[config.mk]
export PLATFORM = sky130hd
export DESIGN_NAME = panel_debounce
export DESIGN_NICKNAME = d
export VERILOG_FILES = /design/src/rtl/panel_debounce.sv
export SDC_FILE = /design/constraint.sdc
export NUM_CORES = 1
export LEC_CHECK = 0
export ABC_AREA = 1
export CORE_MARGIN = 3
export CORE_UTILIZATION = 35
export CTS_CLUSTER_SIZE = 10
export DETAILED_ROUTE_END_ITERATION = 7
export GPL_TIMING_DRIVEN = 1
export PLACE_DENSITY_LB_ADDON = 0.1
export SYNTH_ARGS = -nofsm -noshare
export SYNTH_HDL_FRONTEND = slang
export SYNTH_SLANG_ARGS = --single-unit
[constraint.sdc]
create_clock -name clk_i -period 3.7 [get_ports clk_i]
set_input_delay 0.74 -clock clk_i [delete_from_list [all_inputs] [get_ports clk_i]]
set_output_delay 0.74 -clock clk_i [all_outputs]
set_load 0.05 [all_outputs]
[src/rtl/panel_debounce.sv]
// Front-panel input conditioner: per-channel sync, debounce, polarity fix,
// press/release pulses and optional auto-repeat. Outputs are all registered.

module panel_debounce_ch #(
    parameter int SYNC_STAGES = 2,
    parameter int STABLE      = 50000,
    parameter int RPT_DELAY   = 25_000_000,
    parameter int RPT_PERIOD  = 5_000_000,
    parameter bit POL_BIT     = 1'b0,
    parameter bit RPT_BIT     = 1'b0
) (
    input  logic clk_i,
    input  logic rst_ni,
    input  logic srst_i,
    input  logic raw_i,
    output logic level_o,
    output logic press_o,
    output logic release_o
);
    localparam int CW = $clog2(STABLE) + 1;
    localparam int DW = $clog2(RPT_DELAY) + 1;
    localparam int PW = $clog2(RPT_PERIOD) + 1;
    localparam int RW = (DW > PW) ? DW : PW;

    // Terminal counts are "minus one": the edge that sees this value is the
    // Nth edge, so acceptance/pulse happens on that same edge.
    localparam logic [CW-1:0] STABLE_M1 = CW'(STABLE - 1);
    localparam logic [RW-1:0] DELAY_M1  = RW'(RPT_DELAY - 1);
    localparam logic [RW-1:0] PERIOD_M1 = RW'(RPT_PERIOD - 1);

    typedef enum logic [1:0] {S_IDLE, S_DELAY, S_REPEAT} rpt_state_e;

    logic [SYNC_STAGES-1:0] sync_q;
    logic [CW-1:0]          cnt_q, cnt_d;
    logic [RW-1:0]          rcnt_q;
    logic                   level_q, press_q, release_q;
    rpt_state_e             state_q;
    logic                   s, accept, rise, fall;

    // Synchroniser chain; polarity is corrected before the first flop.
    always_ff @(posedge clk_i or negedge rst_ni) begin
        if (!rst_ni)     sync_q <= '0;
        else if (srst_i) sync_q <= '0;
        else             sync_q <= {sync_q[SYNC_STAGES-2:0], raw_i ^ POL_BIT};
    end

    // Debounce decision: accept once the mismatch has lasted STABLE edges.
    always_comb begin
        s      = sync_q[SYNC_STAGES-1];
        accept = (s != level_q) && (cnt_q == STABLE_M1);
        rise   = accept & s;
        fall   = accept & ~s;
        cnt_d  = cnt_q + CW'(1);
        if (s == level_q || accept) cnt_d = '0;
    end

    // Level, edge pulses and the auto-repeat FSM; a fall beats a repeat pulse.
    always_ff @(posedge clk_i or negedge rst_ni) begin
        if (!rst_ni) begin
            cnt_q     <= '0;
            rcnt_q    <= '0;
            level_q   <= 1'b0;
            press_q   <= 1'b0;
            release_q <= 1'b0;
            state_q   <= S_IDLE;
        end else if (srst_i) begin
            cnt_q     <= '0;
            rcnt_q    <= '0;
            level_q   <= 1'b0;
            press_q   <= 1'b0;
            release_q <= 1'b0;
            state_q   <= S_IDLE;
        end else begin
            cnt_q     <= cnt_d;
            press_q   <= rise;
            release_q <= fall;
            if (accept) level_q <= s;
            case (state_q)
                S_IDLE: begin
                    if (rise && RPT_BIT) begin
                        state_q <= S_DELAY;
                        rcnt_q  <= '0;
                    end
                end
                S_DELAY: begin
                    if (fall) begin
                        state_q <= S_IDLE;
                    end else if (rcnt_q == DELAY_M1) begin
                        press_q <= 1'b1;
                        state_q <= S_REPEAT;
                        rcnt_q  <= '0;
                    end else begin
                        rcnt_q  <= rcnt_q + RW'(1);
                    end
                end
                S_REPEAT: begin
                    if (fall) begin
                        state_q <= S_IDLE;
                    end else if (rcnt_q == PERIOD_M1) begin
                        press_q <= 1'b1;
                        rcnt_q  <= '0;
                    end else begin
                        rcnt_q  <= rcnt_q + RW'(1);
                    end
                end
                default: state_q <= S_IDLE;
            endcase
        end
    end

    assign level_o   = level_q;
    assign press_o   = press_q;
    assign release_o = release_q;
endmodule

module panel_debounce #(
    parameter int             NCH         = 7,
    parameter int             SYNC_STAGES = 2,
    parameter int             STABLE      = 50000,
    parameter logic [NCH-1:0] POL         = '0,
    parameter logic [NCH-1:0] RPT_EN      = '0,
    parameter int             RPT_DELAY   = 25_000_000,
    parameter int             RPT_PERIOD  = 5_000_000
) (
    input  logic           clk_i,
    input  logic           rst_ni,
    input  logic           srst_i,
    input  logic [NCH-1:0] raw_i,
    output logic [NCH-1:0] level_o,
    output logic [NCH-1:0] press_o,
    output logic [NCH-1:0] release_o
);
    // One independent conditioner per channel; no arbitration between them.
    for (genvar i = 0; i < NCH; i++) begin : g_ch
        panel_debounce_ch #(
            .SYNC_STAGES (SYNC_STAGES),
            .STABLE      (STABLE),
            .RPT_DELAY   (RPT_DELAY),
            .RPT_PERIOD  (RPT_PERIOD),
            .POL_BIT     (POL[i]),
            .RPT_BIT     (RPT_EN[i])
        ) u_ch (
            .clk_i     (clk_i),
            .rst_ni    (rst_ni),
            .srst_i    (srst_i),
            .raw_i     (raw_i[i]),
            .level_o   (level_o[i]),
            .press_o   (press_o[i]),
            .release_o (release_o[i])
        );
    end
endmodule

==> results by group <==
Global routing
  • GRT Total Usage: 14.46%
  • Number of antenna violations at the first check in global routing: 0
  • Via count of the first global-routing pass: 6,485
  • Global-route wire length before repair: 30,930 um
  • Maximum number of pins on one net before global-route repair: 75
  • Global route total overflow: 0

STA
  • Fmax achieved: 415.0 MHz
  • Setup violation total in the final timing report: 0
  • Crit share post-route: 65.13%
  • Hold Fails Final Rpt: 0
  • Slew of the pin with the lowest slew margin: 0.8020 ns
  • Number of pins exceeding their max-slew limit in the final report: 0
  • Worst setup skew after layout: 0.009091 ns
  • Unrepaired setup endpoints after global routing: false
  • Time the worst path needs with I/O delays and setup: 2.410 ns
  • Final setup TNS: 0 ns
  • Setup WS post-layout: 1.290 ns
  • Max_slew headroom: 46.54%

CTS
  • CTS Sinks: 154
  • Clock network latency to the later pin of the worst-skew pair: 0.42 ns
  • Clock tree from TritonCTS: built
  • Number of resized instances in the post-cts repair step: 0
  • Number of setup buffers added after CTS: 0
  • Hold buffers post-CTS: 0
  • Largest buffer count on any clock path: 2
  • Cell at the root of the clock tree: sky130_fd_sc_hd__clkbuf_16
  • Total clock buffers created by CTS: 17
  • H-Tree Depth: 4
  • CTS clk-pin slew, worst paths: 0.07 ns

Synth
  • Synthesized netlist net count: 1,125
  • Area contributors post-synth: sky130_fd_sc_hd__dfrtp_1 46%, sky130_fd_sc_hd__nand2_1 11%, sky130_fd_sc_hd__nor2_1 11%, sky130_fd_sc_hd__inv_1 5.0%, sky130_fd_sc_hd__nand3_1 4.8%
  • Dominant cell type by area after synthesis: sky130_fd_sc_hd__dfrtp_1
  • Fraction of synthesis flops using an asynchronous set or reset pin: 100.0%
  • Post-synthesis register bit count: 154
  • Most common cell in the synthesized netlist: sky130_fd_sc_hd__nand2_1
  • Fraction of post-synthesis cell area in the top cell type by area: 45.50%
  • Mean cell area of the mapped netlist: 7.644 sq um
  • Dominant synthesized flop cell: sky130_fd_sc_hd__dfrtp_1
  • Netlist area before placement: 0.008469 sq mm
  • List of most frequent post-synthesis cells: 258 x sky130_fd_sc_hd__nand2_1, 251 x sky130_fd_sc_hd__nor2_1, 154 x sky130_fd_sc_hd__dfrtp_1
  • Yosys warning total: 0
  • Post-synthesis instance total: 1,108
  • Number of distinct library cell variants in the gate-level netlist after synthesis: 35
  • Number of flops mapped to enable cells by yosys: 0
  • Sequential share of the synthesized area: 45.50%

Power and ir drop
  • Power per standard cell area: 375.2 mW/mm^2
  • Worst VDD drop: 0.1816 mV
  • Leakage power of the design: 0.003907 uW

Layout
  • Synth-to-layout area growth: 12.20%
  • Post-route design area: 0.009503 sq mm
  • Final cell count without fillers: 1,458
  • Total inserted antenna cells: 0
  • Layout cells sized above 1: 9.570%
  • # nets final: 1,143

Run
  • # Max-Cap Violations: 0

Detailed routing
  • Residual antenna-violating net count after detailed routing: 0
  • Starting DRC count in detailed routing: 284
  • Number of remaining DRC errors: 0
  • Total Wirelength: 17,590 um
  • Drt pass-1 iters: 4
  • Vias per Instance: 4.482
  • Number of vias after detailed routing: 6,535
  • Per-cell routed wire length: 12.06 um

Outcome
  • Result of the run: finished clean

Die
  • Core Rows: 56
  • Die Outline Area: 0.02610 sq mm
  • Initial Util: 35.87%
  • Number of ports placed on the die boundary: 31
  • Core Footprint: 0.02361 sq mm
  • DIE WIDTH: 161.6 um
  • Die height: 161.6 um

Worst setup path
  • Critical Path Fanout Max: 5
  • Master of the slowest instance on the critical path: sky130_fd_sc_hd__clkdlybuf4s50_1
  • Arrival @ worst endpoint: 1.67 ns
  • Data required time at the worst endpoint: 2.96 ns
  • Worst path cell trace: clkdlybuf4s50_1
  • Critical path's top delay family: buffers and inverters
  • Slowest Stage Delay on Critical Path: 0.83 ns
  • Buffering stage count on the worst path with inverters included: 1
  • Type of destination of the critical path: output pin
  • Critical path class: flip-flop to output pin
  • Critical Path Start Type: flip-flop

Placed design
  • Post-DP HPWL: 12,400 um
  • Minimum setup slack after placement: 1.489 ns
  • Total instance count after detailed placement: 1,426
  • Final RePlAce weighted congestion: 0.7918
  • Total of buffers placed on input and output ports: 30
  • Placed standard-cell area: 0.008907 sq mm

Min path
  • Worst Hold Class: primary input to asynchronous set/reset pin
cell type report:
class	count	area [sq um]
Clock buffer	20	446.7
Clock inverter	12	148.9
Fill cell	2470	14110
Inverter	124	473.0
Multi-Input combinational cell	797	3857
Sequential cell	154	3854
Tap cell	319	399.1
Timing Repair Buffer	32	324.1
placed cells by master, fill, tap and decap left out, drive strengths merged:
| master | synthesis | routed |
|---|---|---|
| nand3b | 1 | 1 |
| xnor2 | 18 | 18 |
| ha | 7 | 7 |
| nand2 | 272 | 272 |
| inv | 123 | 123 |
| o21ai | 11 | 11 |
| clkdlybuf4s50 | 0 | 28 |
| buf | 32 | 4 |
| o21bai | 5 | 5 |
| nor2 | 290 | 290 |
| nand4 | 27 | 27 |
| nor3 | 14 | 14 |
| xor2 | 42 | 42 |
| bufinv | 0 | 3 |
| nor3b | 2 | 2 |
| dfrtp | 154 | 154 |
| clkinvlp | 0 | 4 |
| nand3 | 87 | 87 |
| clkinv | 1 | 6 |
| a21oi | 6 | 6 |
| and2 | 15 | 15 |
| clkbuf | 1 | 20 |
metal layers:
layer	part of all wire, %	track usage, %	routed length, um	vias to the layer above
met2	47	24.44	8331	44
met4	0.56	3.168	99	0
li1	-	-	-	3442
met5	0	0	0	-
met3	2.4	3.257	415	6
met1	50	19.04	8740	3043
path summary, 6_finish.rpt:
path | from | cells after the start | slack [ns] | to
worst max-delay path | g_ch[2].u_ch.level_o$_DFFE_PN0P_ | 1 | 1.29 | level_o[2]
worst min-delay path | rst_ni | 1 | 0.23 | g_ch[0].u_ch.press_o$_DFF_PN0_
worst max register to register | g_ch[4].u_ch.cnt_q[0]$_DFF_PN0_ | 6 | 2.16 | g_ch[4].u_ch.cnt_q[15]$_DFF_PN0_
worst min register to register | g_ch[0].u_ch.sync_q[0]$_DFF_PN0_ | 2 | 0.46 | g_ch[0].u_ch.sync_q[1]$_DFF_PN0_
max in group asynchronous | rst_ni | 2 | 2.61 | g_ch[6].u_ch.cnt_q[10]$_DFF_PN0_
min in group clk_i | g_ch[0].u_ch.sync_q[0]$_DFF_PN0_ | 2 | 0.46 | g_ch[0].u_ch.sync_q[1]$_DFF_PN0_
state kept, by name, summed over array words and instances (netlist names):
register	count
g_ch.u_ch.cnt_q	119
g_ch.u_ch.sync_q	14
g_ch.u_ch.level_o	7
g_ch.u_ch.press_o	7
g_ch.u_ch.release_o	7
power breakdown:
| part | total (uW) | leakage, uW | switching (uW) | internal (uW) |
|---|---|---|---|---|
| Combinational | 86.8 | 0.00149 | 66.9 | 19.9 |
| Sequential | 1700 | 0.00214 | 5.05 | 1690 |
| Clock | 1780 | 0.000282 | 705 | 1070 |
through the flow:
stage	total power (uW)	util, %	hold WS [ns]
2_1_floorplan	1766	-	0.4291
3_3_place_gp	1821	37.72	0.4386
3_5_place_dp	1822	37.72	0.4471
4_1_cts	3636	40.24	0.2356
5_1_grt	3705	40.24	0.2480
6_report	3565	40.24	0.2321
logic make-up after synthesis:
| logic type | after synthesis | share of synthesized area (%) |
|---|---|---|
| and+or+nand+nor | 708 | 36.86 |
| buffers and inverters | 157 | 8.952 |
| DFF | 154 | 45.50 |
| xor gates and xnor gates | 60 | 6.205 |
| AOI/OAI and AO/OA | 22 | 1.448 |
| adders and majority gates | 7 | 1.034 |
No activity file was read; power rests on OpenSTA's default activity.
==> RTL change 1: new RTL, config.mk and constraints unchanged <==
Set the parameter `NCH` to 14 (it was 7).
--- a/src/rtl/panel_debounce.sv
+++ b/src/rtl/panel_debounce.sv
@@ -114,7 +114,7 @@
 endmodule
 
 module panel_debounce #(
-    parameter int             NCH         = 7,
+    parameter int             NCH         = 14,
     parameter int             SYNC_STAGES = 2,
     parameter int             STABLE      = 50000,
     parameter logic [NCH-1:0] POL         = '0,
Interface: changed (resized level_o, press_o, raw_i and release_o); port bits go from 31 to 59. The function was not compared with the original's and may differ.
==> RTL change 1 against the original RTL <==
Utilization is 0.30 points higher. Critical path type unchanged. Synthesized cell count is 99% higher. Fmax is 5.9% lower. Area after synthesis is 98% higher. Die area is 93% higher. Largest cell class is now flip-flops and latches. Wire length is 110% higher. Final area is 100% higher. Power is 110% higher. Sequential cell count is 154 higher. Worst setup slack worse by 150 ps.
==> RTL change 1: results (changes against the original RTL) <==
Number of global-route vias before repair = 13105 (+100%)
Final HPWL DP = 25100 um (+100%)
Fin Clk Skew = 17.7 ps (+8.64 ps)
DR pass1 iterations = 5 (+1)
Pin count of the biggest net entering global routing = 72 (-4.0%)
Initial antenna violation count = 0 (unchanged)
Post-synth cell types = 36 (+2.9%)
Initial DRC Count = 775 (+170%)
Delay of the slowest cell on the worst path = 860 ps (+30 ps)
Clk slew on worst S/H paths = 50 ps (-20 ps)
Sequential fraction of the synthesis area = 46.1% (+0.57 points)
Leakage = 7.68 nW (+97%)
M2 GR Usage = 24.8% (+0.34 points)
R2R setup slack = 2120 ps (-40 ps)
Critical path launch point = g_ch[13].u_ch.level_o
Routability cong. = 0.819 (+3.4%)
Synth warn = 0 (unchanged)
Slew @ Worst Pin = 630 ps (-172 ps)
Nets = 2282 (+100%)
Total GRT Usage = 14.7% (+0.26 points)
Met2 WL = 16900 um (+100%)
Root Buffer = clkbuf_16
CTS buffer count = 41 (+24)
Mapped Nets = 2240 (+99%)
Met3 Wirelength = 1280 um (+210%)
Fraction of layout cells with a size suffix above 1 = 6.59% (-3.0 points)
Worst R2R Start = g_ch[11].u_ch.cnt_q[0]
Deepest clock path buffer count = 3 (+1)
Top post-synthesis cells by area = dfrtp_1 46%, nor2_1 12%, nand2_1 12%
Hold Crit Class = input pin to async pin
Slowest cell on crit path = clkdlybuf4s50_1
FF-to-FF End = g_ch[11].u_ch.cnt_q[15]
Drt via density = 4.58 (+2.2%)
N_diodes = 0 (unchanged)
Commonest cells post-synth = 544 x nor2_1, 526 x nand2_1, 308 x dfrtp_1
H-tree depth = 2 (-2)
Post-Synth XOR/XNOR Area = 6.13% (-0.080 points)
Global-route wire length before repair = 62500 um (+100%)
Synth Area in Compound Gates = 2.25% (+0.80 points)
Synth async-reset ratio = 100% (unchanged)
Max Fanout on Critical Path = 5 (unchanged)
Worst-Skew Late Latency = 550 ps (+130 ps)
Status = finished, final reports clean
Worst VDD drop = 284 uV (+57%)
Most used DFF post-synth = dfrtp_1
Drt total wl = 36100 um (+110%)
PortBufs = 58 (+93%)
GR Layer Usage met3 = 2.51% (-0.75 points)
Post-CTS setup buffers = 0 (unchanged)
CP top delay family = buffers and inverters
Wl on met1 = 17200 um (+97%)
Post_cts resized = 0 (unchanged)
Post-synthesis mux area share = 0% (unchanged)
Grt met1 use = 19.5% (+0.43 points)
Top sig layer = met4
Cells on worst reg2reg path = 6 (unchanged)
Synth Area in Adders = 1.05% (+0.013 points)
Largest regs = g_ch.u_ch.cnt_q: 238 flops, g_ch.u_ch.sync_q: 28 flops
-- RTL change 1: cell families (layout without fill, tap and decap cells) --
group / count (synthesis) / after routing
buf+inv: 300 / 368
fa+ha+maj: 14 / 14
xor+xnor: 117 / 117
flops: 308 / 308
simple gates: 1412 / 1412
compound gates: 58 / 58
-- RTL change 1: worst max-delay path by stage --
stage,slack [ps],endpoint,depth (start not counted)
after floorplan,2080,g_ch[12].u_ch.cnt_q[14],8
after global placement,1540,g_ch[0].u_ch.cnt_q[12],6
after detailed placement,1510,g_ch[0].u_ch.cnt_q[11],6
after CTS,1090,level_o[13],1
after global routing,1060,level_o[13],1
final,1140,level_o[13],1
-- RTL change 1: worst reg2reg max path: cells and delay by family (launching register included) --
| family | cells | cell delay (ps) |
|---|---|---|
| flops | 1 | 420 |
| simple gates | 5 | 790 |
| fa+ha+maj | 1 | 240 |
-- RTL change 1: cell type report --
class	count	area, um^2
Clock buffer	61	1200
Clock inverter	8	148
Fill cell	4840	27900
Inverter	234	880
Multi-Input combinational cell	1601	7630
Sequential cell	308	7710
Tap cell	607	759
Timing Repair Buffer	65	673
-- RTL change 1: where the power goes --
part / internal [W] / total [W] / switching, W
Clock: 0.00251 / 0.00400 / 0.00149
Sequential: 0.00339 / 0.00340 / 0.00000892
Combinational: 0.0000414 / 0.000179 / 0.000137
Total: 0.00594 / 0.00757 / 0.00164
-- RTL change 1: per-stage QoR --
stage                     instances  setup slack (ps)  power (W)  hold slack, ps  area, um^2
final                          2884              1140    0.00757             148       19000
after global routing           2884              1060    0.00790             197       19000
after CTS                      2884              1090    0.00775             166       19000
after detailed placement       2815              1510    0.00365             443       17600
after global placement         2815              1540    0.00365             438       17600
after floorplan                2209              2080    0.00353             430       16700
==> RTL change 2: new RTL, same flow settings <==
Made on the original files. Put a register stage on the output `level_o`. The value now appears one clock later. The other outputs are not delayed to match.
--- a/src/rtl/panel_debounce.sv
+++ b/src/rtl/panel_debounce.sv
@@ -130,6 +130,8 @@
     output logic [NCH-1:0] press_o,
     output logic [NCH-1:0] release_o
 );
+
+    logic [NCH-1:0] level_d;
     // One independent conditioner per channel; no arbitration between them.
     for (genvar i = 0; i < NCH; i++) begin : g_ch
         panel_debounce_ch #(
@@ -144,10 +146,14 @@
             .rst_ni    (rst_ni),
             .srst_i    (srst_i),
             .raw_i     (raw_i[i]),
-            .level_o   (level_o[i]),
+            .level_o   (level_d[i]),
             .press_o   (press_o[i]),
             .release_o (release_o[i])
         );
     end
+    always_ff @(posedge clk_i) begin
+        level_o <= level_d;
+    end
+
 endmodule
 
Function: not settled (the Yosys comparison gave no result); the edit may change what the design does.
==> RTL change 2 against the original RTL <==
Power rose by 5.5%. Fmax rose by 4.4%. Final area rose by 0.99%. Critical path depth did not move. Cell count rose by 0.14%. Combinational power barely moved. Sequential power rose by 4%. Area after synthesis fell by 0.44%. Wire length fell by 2.4%. Sequential cell count rose by 7. First-iteration DRC count rose by 3.9%. Count of clock-buffer cells in the layout did not move. Worst setup slack improved by 100 ps. Global-route usage fell by 0.22 points. Critical path type unchanged. Critical endpoint is now press_o[2]. Largest cell class is now flip-flops and latches. Highest routed layer unchanged.
==> RTL change 2: results (changes against the original RTL) <==
Relative slew margins = 53.5% (+6.9 points)
Fraction of layout cells with a size suffix above 1 = 7.19% (-2.4 points)
Total GRT Usage = 14.2% (-0.22 points)
Routed len/inst = 11.8 um (-2.6%)
Routability cong. = 0.810 (+2.3%)
Global-route wire length before repair = 30500 um (-1.4%)
Delay of the slowest cell on the worst path = 810 ps (-20 ps)
Synth Area in Adders = 1.04% (+0.0046 points)
Status = finished, final reports clean
Post-synth cell types = 34 (-2.9%)
Pre-CTS setup slack = 1620 ps (+128 ps)
Sequential fraction of the synthesis area = 47.4% (+1.9 points)
CTS buffer count = 17 (unchanged)
Number of global-route vias before repair = 6369 (-1.8%)
Final HPWL DP = 12000 um (-2.8%)
Placed Cells = 1428 (+0.14%)
Commonest cells post-synth = 272 x nor2_1, 258 x nand2_1, 154 x dfrtp_1
Syn_area_per_cell = 7.67 um^2 (+0.28%)
Synth async-reset ratio = 95.7% (-4.3 points)
Drt total wl = 17200 um (-2.4%)
Leakage = 4.00 nW (+2.3%)
CP arrival = 1570 ps (-100 ps)
Max Fanout on Critical Path = 1 (-4)
Deepest clock path buffer count = 2 (unchanged)
DR vias = 6484 (-0.78%)
Mapped Nets = 1117 (-0.71%)
DP Area = 8960 um^2 (+0.60%)
Synth Area in Compound Gates = 1.77% (+0.32 points)
Top post-synthesis cells by area = dfrtp_1 46%, nor2_1 12%, nand2_1 11%
Initial DRC Count = 295 (+3.9%)
Pin count of the biggest net entering global routing = 72 (-4.0%)
Worst VDD drop = 192 uV (+5.9%)
Post-Synth XOR/XNOR Area = 6.13% (-0.076 points)
## RTL change 2: changes by cell type after synthesis, moves of 4 or more
| cell | change |
|---|---|
| dfxtp_1 | +7 |
| inv_2 | -4 |
| buf_4 | -7 |
| nand3_1 | +4 |
| inv_1 | +6 |
| nor2_2 | -27 |
| nor2_1 | +21 |
## RTL change 2: layout make-up
| type | instances | area [um^2] |
|---|---|---|
| sequential | 161 | 3990 |
| clock inverter | 12 | 169 |
| tap | 319 | 399 |
| multi-input combinational | 789 | 3760 |
| timing repair buffer | 34 | 339 |
| clock buffer | 20 | 467 |
| fill | 2469 | 13900 |
| inverter | 125 | 472 |
## RTL change 2: final timing paths
kind / start / to / slack, ps
worst max-delay path: g_ch[2].u_ch.press_o / press_o[2] / 1390
worst min-delay path: rst_ni / g_ch[6].u_ch.cnt_q[10] / 300
worst max register to register: g_ch[3].u_ch.cnt_q[0] / g_ch[3].u_ch.cnt_q[5] / 2130
worst min register to register: g_ch[4].u_ch.level_o / level_o[4] / 390
max in group asynchronous: rst_ni / g_ch[3].u_ch.cnt_q[8] / 2560
min in group clk_i: g_ch[4].u_ch.level_o / level_o[4] / 390
## RTL change 2: routing by layer
metal | GRT usage, % | vias up | share of wire (%)
li1 | - | 3449 | -
met1 | 20.0 | 2995 | 53
met2 | 22.1 | 35 | 44
met3 | 3.44 | 5 | 2.2
met4 | 3.75 | 0 | 0.71
met5 | 0 | - | 0
## RTL change 2: kinds of logic after synthesis
logic type	after synthesis
compound gates	24
simple gates	699
buf+inv	150
fa+ha+maj	7
flops	161
xor+xnor	59
## RTL change 2: power by group
group | leakage, nW | switching, W | internal [W]
clock | 0.306 | 0.000769 | 0.00113
combinational | 1.49 | 0.0000659 | 0.0000209
sequential | 2.20 | 0.00000471 | 0.00177
total | 4.00 | 0.000840 | 0.00292
